<file path="src/rtl/uart_rx_oversampled_if.sv">
// Byte handshake between the UART receiver (master) and its consumer (slave).
// The master holds rx_data_out/rx_valid until the slave takes it with rx_ready.
interface uart_rx_oversampled_if #(
  parameter int DATA_WIDTH = 8
);
  logic [DATA_WIDTH-1:0] rx_data_out;
  logic                  rx_valid;
  logic                  rx_ready;

  modport master (
    output rx_data_out,
    output rx_valid,
    input  rx_ready
  );

  modport slave (
    input  rx_data_out,
    input  rx_valid,
    output rx_ready
  );
endinterface

</file>
<file path="src/rtl/uart_rx_oversampled.sv">
// 8N1 UART receiver: oversampled mid-bit sampling, start-glitch rejection,
// one-entry holding register with framing and overrun error pulses.
module uart_rx_oversampled #(
  parameter int CLK_FREQ   = 50000000,
  parameter int BAUD_RATE  = 19200,
  parameter int DATA_WIDTH = 8,
  parameter int OVERSAMPLE = 16
) (
  input  logic                   clk,
  input  logic                   rst,
  input  logic                   rx,
  uart_rx_oversampled_if.master  bus,
  output logic                   rx_active,
  output logic                   framing_err,
  output logic                   overrun_err
);

  localparam int DIV    = CLK_FREQ / (BAUD_RATE * OVERSAMPLE);
  localparam int TICK_W = (DIV > 1) ? $clog2(DIV) : 1;
  localparam int S_W    = $clog2(OVERSAMPLE);
  localparam int BIT_W  = $clog2(DATA_WIDTH + 1);

  localparam logic [TICK_W-1:0] TICK_LAST = TICK_W'(DIV - 1);
  localparam logic [S_W-1:0]    S_MID     = S_W'(OVERSAMPLE / 2 - 1);
  localparam logic [S_W-1:0]    S_LAST    = S_W'(OVERSAMPLE - 1);
  localparam logic [BIT_W-1:0]  BIT_LAST  = BIT_W'(DATA_WIDTH - 1);

  typedef enum logic [2:0] {
    IDLE,
    START,
    DATA,
    STOP,
    RECOVER
  } state_t;

  state_t                state_reg;
  logic                  rx_meta_reg;
  logic                  rx_s_reg;
  logic [TICK_W-1:0]     tick_cnt_reg;
  logic                  tick;
  logic [S_W-1:0]        s_reg;
  logic [BIT_W-1:0]      bit_cnt_reg;
  logic [DATA_WIDTH-1:0] shift_reg;
  logic [DATA_WIDTH-1:0] data_reg;
  logic                  valid_reg;
  logic                  active_reg;
  logic                  framing_err_reg;
  logic                  overrun_err_reg;

  // Flops reset to 1 (idle level) so releasing reset never looks like a start edge.
  always_ff @(posedge clk or posedge rst) begin
    if (rst) begin
      rx_meta_reg <= 1'b1;
      rx_s_reg    <= 1'b1;
    end else begin
      rx_meta_reg <= rx;
      rx_s_reg    <= rx_meta_reg;
    end
  end

  assign tick = (tick_cnt_reg == TICK_LAST);

  // Held at zero while idle, so the first tick of a frame lands DIV clocks after the start edge.
  always_ff @(posedge clk or posedge rst) begin
    if (rst) begin
      tick_cnt_reg <= '0;
    end else if (state_reg == IDLE || tick) begin
      tick_cnt_reg <= '0;
    end else begin
      tick_cnt_reg <= tick_cnt_reg + 1'b1;
    end
  end

  always_ff @(posedge clk or posedge rst) begin
    if (rst) begin
      state_reg       <= IDLE;
      s_reg           <= '0;
      bit_cnt_reg     <= '0;
      shift_reg       <= '0;
      data_reg        <= '0;
      valid_reg       <= 1'b0;
      active_reg      <= 1'b0;
      framing_err_reg <= 1'b0;
      overrun_err_reg <= 1'b0;
    end else begin
      framing_err_reg <= 1'b0;
      overrun_err_reg <= 1'b0;
      if (valid_reg && bus.rx_ready) begin
        valid_reg <= 1'b0;
      end

      case (state_reg)
        IDLE: begin
          if (!rx_s_reg) begin
            state_reg  <= START;
            s_reg      <= '0;
            active_reg <= 1'b1;
          end
        end

        START: begin
          if (tick) begin
            if (s_reg == S_MID) begin
              if (!rx_s_reg) begin
                state_reg   <= DATA;
                s_reg       <= '0;
                bit_cnt_reg <= '0;
              end else begin
                // Line back high at mid start bit: a glitch, silently ignored.
                state_reg  <= IDLE;
                active_reg <= 1'b0;
              end
            end else begin
              s_reg <= s_reg + 1'b1;
            end
          end
        end

        DATA: begin
          if (tick) begin
            if (s_reg == S_LAST) begin
              s_reg       <= '0;
              shift_reg   <= (shift_reg >> 1) | (DATA_WIDTH'(rx_s_reg) << (DATA_WIDTH - 1));
              bit_cnt_reg <= bit_cnt_reg + 1'b1;
              if (bit_cnt_reg == BIT_LAST) begin
                state_reg <= STOP;
              end
            end else begin
              s_reg <= s_reg + 1'b1;
            end
          end
        end

        STOP: begin
          if (tick) begin
            if (s_reg == S_LAST) begin
              active_reg <= 1'b0;
              if (rx_s_reg) begin
                // Back to IDLE at mid-stop so a back-to-back start edge is not missed.
                state_reg <= IDLE;
                if (!valid_reg || bus.rx_ready) begin
                  data_reg  <= shift_reg;
                  valid_reg <= 1'b1;
                end else begin
                  overrun_err_reg <= 1'b1;
                end
              end else begin
                state_reg       <= RECOVER;
                framing_err_reg <= 1'b1;
              end
            end else begin
              s_reg <= s_reg + 1'b1;
            end
          end
        end

        RECOVER: begin
          if (rx_s_reg) begin
            state_reg <= IDLE;
          end
        end

        default: begin
          state_reg  <= IDLE;
          active_reg <= 1'b0;
        end
      endcase
    end
  end

  assign bus.rx_data_out = data_reg;
  assign bus.rx_valid    = valid_reg;
  assign rx_active       = active_reg;
  assign framing_err     = framing_err_reg;
  assign overrun_err     = overrun_err_reg;

endmodule

</file>
<file path="src/flat_wrapper.sv">
// flat-port wrapper written by rule: the top's interface ports become plain ports
module uart_rx_oversampled_flat 
#(
  parameter int CLK_FREQ   = 50000000,
  parameter int BAUD_RATE  = 19200,
  parameter int DATA_WIDTH = 8,
  parameter int OVERSAMPLE = 16
)
  (clk, rst, rx, rx_active, framing_err, overrun_err, bus_rx_data_out, bus_rx_valid, bus_rx_ready);
  uart_rx_oversampled_if #(.DATA_WIDTH(DATA_WIDTH)) bus_i ();
  input  logic clk;
  input  logic rst;
  input  logic rx;
  output logic rx_active;
  output logic framing_err;
  output logic overrun_err;
  output wire logic [$bits(bus_i.rx_data_out)-1:0] bus_rx_data_out;
  output wire logic [$bits(bus_i.rx_valid)-1:0] bus_rx_valid;
  input wire logic [$bits(bus_i.rx_ready)-1:0] bus_rx_ready;
  assign bus_rx_data_out = bus_i.rx_data_out;
  assign bus_rx_valid = bus_i.rx_valid;
  assign bus_i.rx_ready = bus_rx_ready;
  uart_rx_oversampled #(.CLK_FREQ(CLK_FREQ), .BAUD_RATE(BAUD_RATE), .DATA_WIDTH(DATA_WIDTH), .OVERSAMPLE(OVERSAMPLE)) u_core (.clk(clk), .rst(rst), .rx(rx), .bus(bus_i), .rx_active(rx_active), .framing_err(framing_err), .overrun_err(overrun_err));
endmodule
</file>
<file path="config.mk">
export PLATFORM = sky130hd
export DESIGN_NAME = uart_rx_oversampled_flat
export DESIGN_NICKNAME = d
export VERILOG_FILES = /design/src/rtl/uart_rx_oversampled_if.sv /design/src/rtl/uart_rx_oversampled.sv /design/src/flat_wrapper.sv
export SDC_FILE = /design/constraint.sdc
export NUM_CORES = 1
export LEC_CHECK = 0
export BUFFER_PORTS_ARGS = -buffer_cell sky130_fd_sc_hd__clkbuf_2
export CAP_MARGIN = 20
export CORE_MARGIN = 3
export CORE_UTILIZATION = 55
export CTS_BUF_LIST = sky130_fd_sc_hd__clkbuf_8 sky130_fd_sc_hd__clkbuf_16
export DETAILED_ROUTE_END_ITERATION = 8
export PLACE_DENSITY = 0.74
export SYNTH_ARGS = -nofsm -noshare
export SYNTH_HDL_FRONTEND = slang
export SYNTH_SLANG_ARGS = --single-unit
export TNS_END_PERCENT = 30
</file>
<file path="constraint.sdc">
create_clock -name clk -period 2.7 [get_ports clk]
set_clock_uncertainty 0.15 [all_clocks]
set_input_delay 0 -clock clk [delete_from_list [all_inputs] [get_ports clk]]
set_output_delay 0 -clock clk [all_outputs]
set_load 0.01 [all_outputs]
</file>
* Yosys cells after proc, flatten, opt, wreduce, memory -nomap -nowiden
Index checks and enable logic that the tools add are counted.
** Word-level totals
- Logic and storage cells :: 100
- Bits of input ports :: 4
- Register bits after elaboration :: 41
** Operators by class
- Bitwise logic cells :: 2
- Reduce and logical (&&, ||, !) cells :: 14
- Equality and inequality tests :: 20
- $add $sub $neg :: 3
- Multiplexer cells :: 49
** Operators by type and width (number)
- $mux W4 :: 12
- $mux W3 :: 10
- $mux W1 :: 21
- $ne A2 B1 Y1 const B :: 9
- $pmux W4 S4 :: 1
- $pmux W3 S5 :: 1
- $reduce_and A5 Y1 :: 2
- $reduce_and A9 Y1 :: 1
- $add A4 B1 Y4 const B :: 2
- $add A8 B1 Y8 const B :: 1
- $eq A4 B3 Y1 const B :: 2
- $eq A8 B8 Y1 const B :: 1
- $mux W8 :: 1
- $or A7 B8 Y8 :: 1
- $pmux W4 S2 :: 1
- $reduce_and A7 Y1 :: 1
- $eq A3 B2 Y1 const B :: 2
- $ne A2 B2 Y1 const B :: 3
- $reduce_and A6 Y1 :: 1
- $eq A4 B4 Y1 const B :: 1
- $pmux W1 S4 :: 1
- $reduce_bool A4 Y1 :: 1
- $eq A3 B1 Y1 const B :: 1
- $eq A3 B3 Y1 const B :: 1
- 9 further kinds :: 10

* Longest topological paths before layout
- Word-level depth :: 7
- Gate-level depth with buffers :: 7

* Least setup slack after synthesis
No wires, ideal clock.
- Kind :: reg2reg
- Start :: reg u_core.s_reg[0]
- End :: reg u_core.s_reg[1]
- Buffers on the path :: 1
- Clock period less this slack :: 2.009 ns
- Data arrival time :: 1.738 ns
- Slack :: 0.691 ns
- Library setup time :: 0.122 ns
- Stages on the path, launching flop included :: 7
- Path through :: dfrtp_1 -> ha_1 -> and3_1 -> buf_2 -> a31o_2 -> a311o_1 -> a32o_1
** Between the ends
- Longest elaborated chain between the ends :: 4
- Elaborated cells between the ends (all ways) :: 12
- Those cells by class :: add/sub (1); eq/ne (3); mux (7); reduce/logical (1)
** RTL lines
- start: declaration :: RTL line uart_rx_oversampled.sv:41 : logic [S_W-1:0] s_reg;
- start signal: assignment :: RTL line uart_rx_oversampled.sv:114 : s_reg <= s_reg + 1'b1;
- start signal: assignment :: RTL line uart_rx_oversampled.sv:129 : s_reg <= s_reg + 1'b1;
- start signal: assignment :: RTL line uart_rx_oversampled.sv:152 : s_reg <= s_reg + 1'b1;
- $add A4 B1 Y4 (tied with other cells) :: RTL line uart_rx_oversampled.sv:114, uart_rx_oversampled.sv:129, uart_rx_oversampled.sv:152
- $mux W4 (on tied branches) :: RTL line uart_rx_oversampled.sv:136, uart_rx_oversampled.sv:103, uart_rx_oversampled.sv:121
- $mux W4 (on tied branches) :: RTL line uart_rx_oversampled.sv:135, uart_rx_oversampled.sv:102, uart_rx_oversampled.sv:120
- $pmux W4 S4 :: RTL line uart_rx_oversampled.sv:92 : case (state_reg)
Parallel ways exist; a longest one is shown, timed or not. The select of a mux whose other input is x is not followed.
A chain may end at the register's enable or synchronous reset.

* Worst setup path in the final report
- Start :: reg u_core.tick_cnt_reg[1]
- End :: reg u_core.data_reg[0] (netlist: u_core.bus.rx_data_out[0])
** Between the ends
- Longest elaborated chain between the ends :: 2
** RTL lines
- start: declaration :: RTL line uart_rx_oversampled.sv:39 : logic [TICK_W-1:0] tick_cnt_reg;
- start signal: assignment :: RTL line uart_rx_oversampled.sv:70 : tick_cnt_reg <= tick_cnt_reg + 1'b1;
- $eq A8 B8 Y1 :: RTL line uart_rx_oversampled.sv:61 : assign tick = (tick_cnt_reg == TICK_LAST);
- $reduce_and A5 Y1 (no line)
- end signal: assignment :: RTL line uart_rx_oversampled.sv:142 : data_reg <= shift_reg;
- end: declaration :: RTL line uart_rx_oversampled.sv:44 : logic [DATA_WIDTH-1:0] data_reg;
No other way between the ends.

==> metrics.txt <==
r2r setup slk 0.58 ns; core area around 3400 sq um; routed len/inst ~15 um; final global-route overflow total 0; routed vias about 1.4k; Post-synth EDFFs 0; period utilization 0.787; sequential share of power 0.599; max-cap viol count 0; relative slew slack 0.665; ant diodes 0; Num CTS Buffers 5; commonest non-fill, non-tap cell in the layout dfrtp_1; maximum root-to-sink buffer count 2; Layout area overhead 11.8%; WP data required 2.73 ns; sequential area share after synthesis 0.516; Critical Path Sink Type register; TritonCTS clock tree done; first-pass GRT wire length ~6.3 mm; Reg clk slew, reported paths about 0.080 ns; I/O pin count 16; Syn Nets 177; Pint between 0.0008 and 0.0009 W; first drt pass iteration count 4; dominant synthesized flop cell dfrtp_1; Seq cells post-synth a little over 40; Crit-path slowest cell dfrtp_1; RSZ-0062 raised after global routing no; Cell variety after synth 52; CP Buf/Inv Count 2; share of layout cells above drive strength 1 0.288; fin crit period about 2.1 ns; CP delay by family, top simple AND/OR/NAND/NOR gates; Critical Path Fanout Max 8; hold crit path type in2reg; slowest stage delay, CP between 0.4 and 0.5 ns; FMAX between 0.4 and 0.5 GHz; CTS H-tree lvls 2; Clock Sinks between 40 and 50; syn avg cell area ~12 sq um; endpoints failing setup 0; critical path startpoint category register; Worst EP arrival between 2 and 2.5 ns; combinational power share 0.019; root buffer cell clkbuf_8; row cnt 21; DP HPWL approximately 2.5 mm; Min Hold Slack 0.199 ns; Overall Global Routing Usage 0.189; Worst-Margin Slew around 0.50 ns; routability cong. roughly 0.94; initial core utilization 0.584; status completed; maximum vdd drop 400 uV; commonest non-fill, non-tap cells in the layout dfrtp_1 (39), mux2_2 (16), clkbuf_2 (15); Clock Power Share 0.381; die footprint around 4400 sq um; pwr/cell area around 460 nW/um^2; P_sw around 0.00023 W; vias per cell between 5 and 6; largest net degree at the start of global routing 42; Post-Synthesis Cells approximately 170; initial DRC count ~130; total leakage power 1.08 nW; max-slew violation count 0; Post-Route Setup TNS 0 ns; switching share of power 0.222; port buffer count 15; Syn. warnings 0; CTS resizes 0; endpoints failing hold 0; Async SR Flop Fraction 1.00; worst-skew pair later-pin latency 0.29 ns; final wirelength approximately 3.6 mm; DRC 0; Crit Path Category reg2reg; initial antenna violation count 0; vias in the first global route between 1k and 1.5k; Post-layout nets ~200; Die Wd between 60 and 70 um; Post-DRT Antenna Nets 0; Mapped Area between 1500 and 2000 sq um; worst path cell trace inv_1 > ha_1 > nor4bb_1 > buf_4 > and3_4 > nand4_4 > mux2_2; Die Y 66.2 um
## Yosys cell counts (4+ instances only)
cell type  count  area [sq um]
a21oi_1        4          20.0
a21o_1         5          37.5
ha_1           4          50.1
nand3_1       11          55.1
dfrtp_1       39           976
xor2_1         5          43.8
o21ai_0        5          25.0
nand2_1        4          15.0
nor2_1        14          52.6
mux2_2        16           180
inv_1          4          15.0
## area by class of cell
class	count	area, sq um
fillers	273	1190
well taps	46	57.6
inverters	4	15.0
clock buffers	5	68.8
flip-flops and latches	41	1030
clock inverters	3	22.5
repair buffers	20	120
multi-input cells	118	916
## through the flow
step	setup slack, ns	util	area [sq um]	total power, W	std cells
2_1_floorplan	0.691	-	1990	0.000642	169
6_report	0.576	0.652	2230	0.00103	237
3_5_place_dp	0.575	0.617	2110	0.000649	226
4_1_cts	0.555	0.652	2230	0.00105	237
5_1_grt	0.357	0.652	2230	0.00107	237
3_3_place_gp	0.613	0.617	2110	0.000648	226
## metal layers
layer	vias up	share of wire	GRT usage
met5	-	0	0
met4	0	0.015	0.0838
met3	6	0.028	0.0425
met2	30	0.50	0.311
met1	703	0.46	0.236
li1	661	-	-
## worst register-to-register path: cells and delay by family, from the launching register on
family	cells	cell delay [ns]
simple gates	3	0.69
fa+ha+maj	1	0.13
buf+inv	2	0.28
mux	1	0.33
flops	1	0.43
## power by group through the flow
stage	clock network (W)	registers (W)	logic (W)
after floorplan	0	0.000629	0.0000134
after global placement	0	0.000631	0.0000165
after detailed placement	0	0.000632	0.0000173
after CTS	0.000406	0.000619	0.0000206
after global routing	0.000431	0.000620	0.0000232
final	0.000394	0.000619	0.0000197
## cell families after synthesis
logic type,share of synthesized area
flip-flops,0.516
AND/OR/NAND/NOR,0.199
multiplexers,0.0904
AO/OA/AOI/OAI,0.119
buffers and inverters,0.0245
adder cells (fa/ha/maj),0.0251
XOR/XNOR,0.0264
## worst paths after layout
| check | from | end | depth (start not counted) |
|---|---|---|---|
| worst min register to register | u_core.rx_meta_reg | u_core.rx_s_reg | 0 |
| worst max-delay path | u_core.tick_cnt_reg[1] | u_core.bus.rx_data_out[0] | 7 |
| max in group asynchronous | rst | u_core.rx_s_reg | 4 |
| worst min-delay path | rx | u_core.rx_meta_reg | 2 |
| min in group asynchronous | rst | u_core.tick_cnt_reg[7] | 4 |
| worst max register to register | u_core.tick_cnt_reg[1] | u_core.bus.rx_data_out[0] | 7 |
## what timing repair did
item / in CTS / in global routing
hold endpoints to repair: 42 / 0
hold buffers: 3 / 0
setup buffers: 0 / 0
Note: power is estimated with default switching activity, not from simulation.
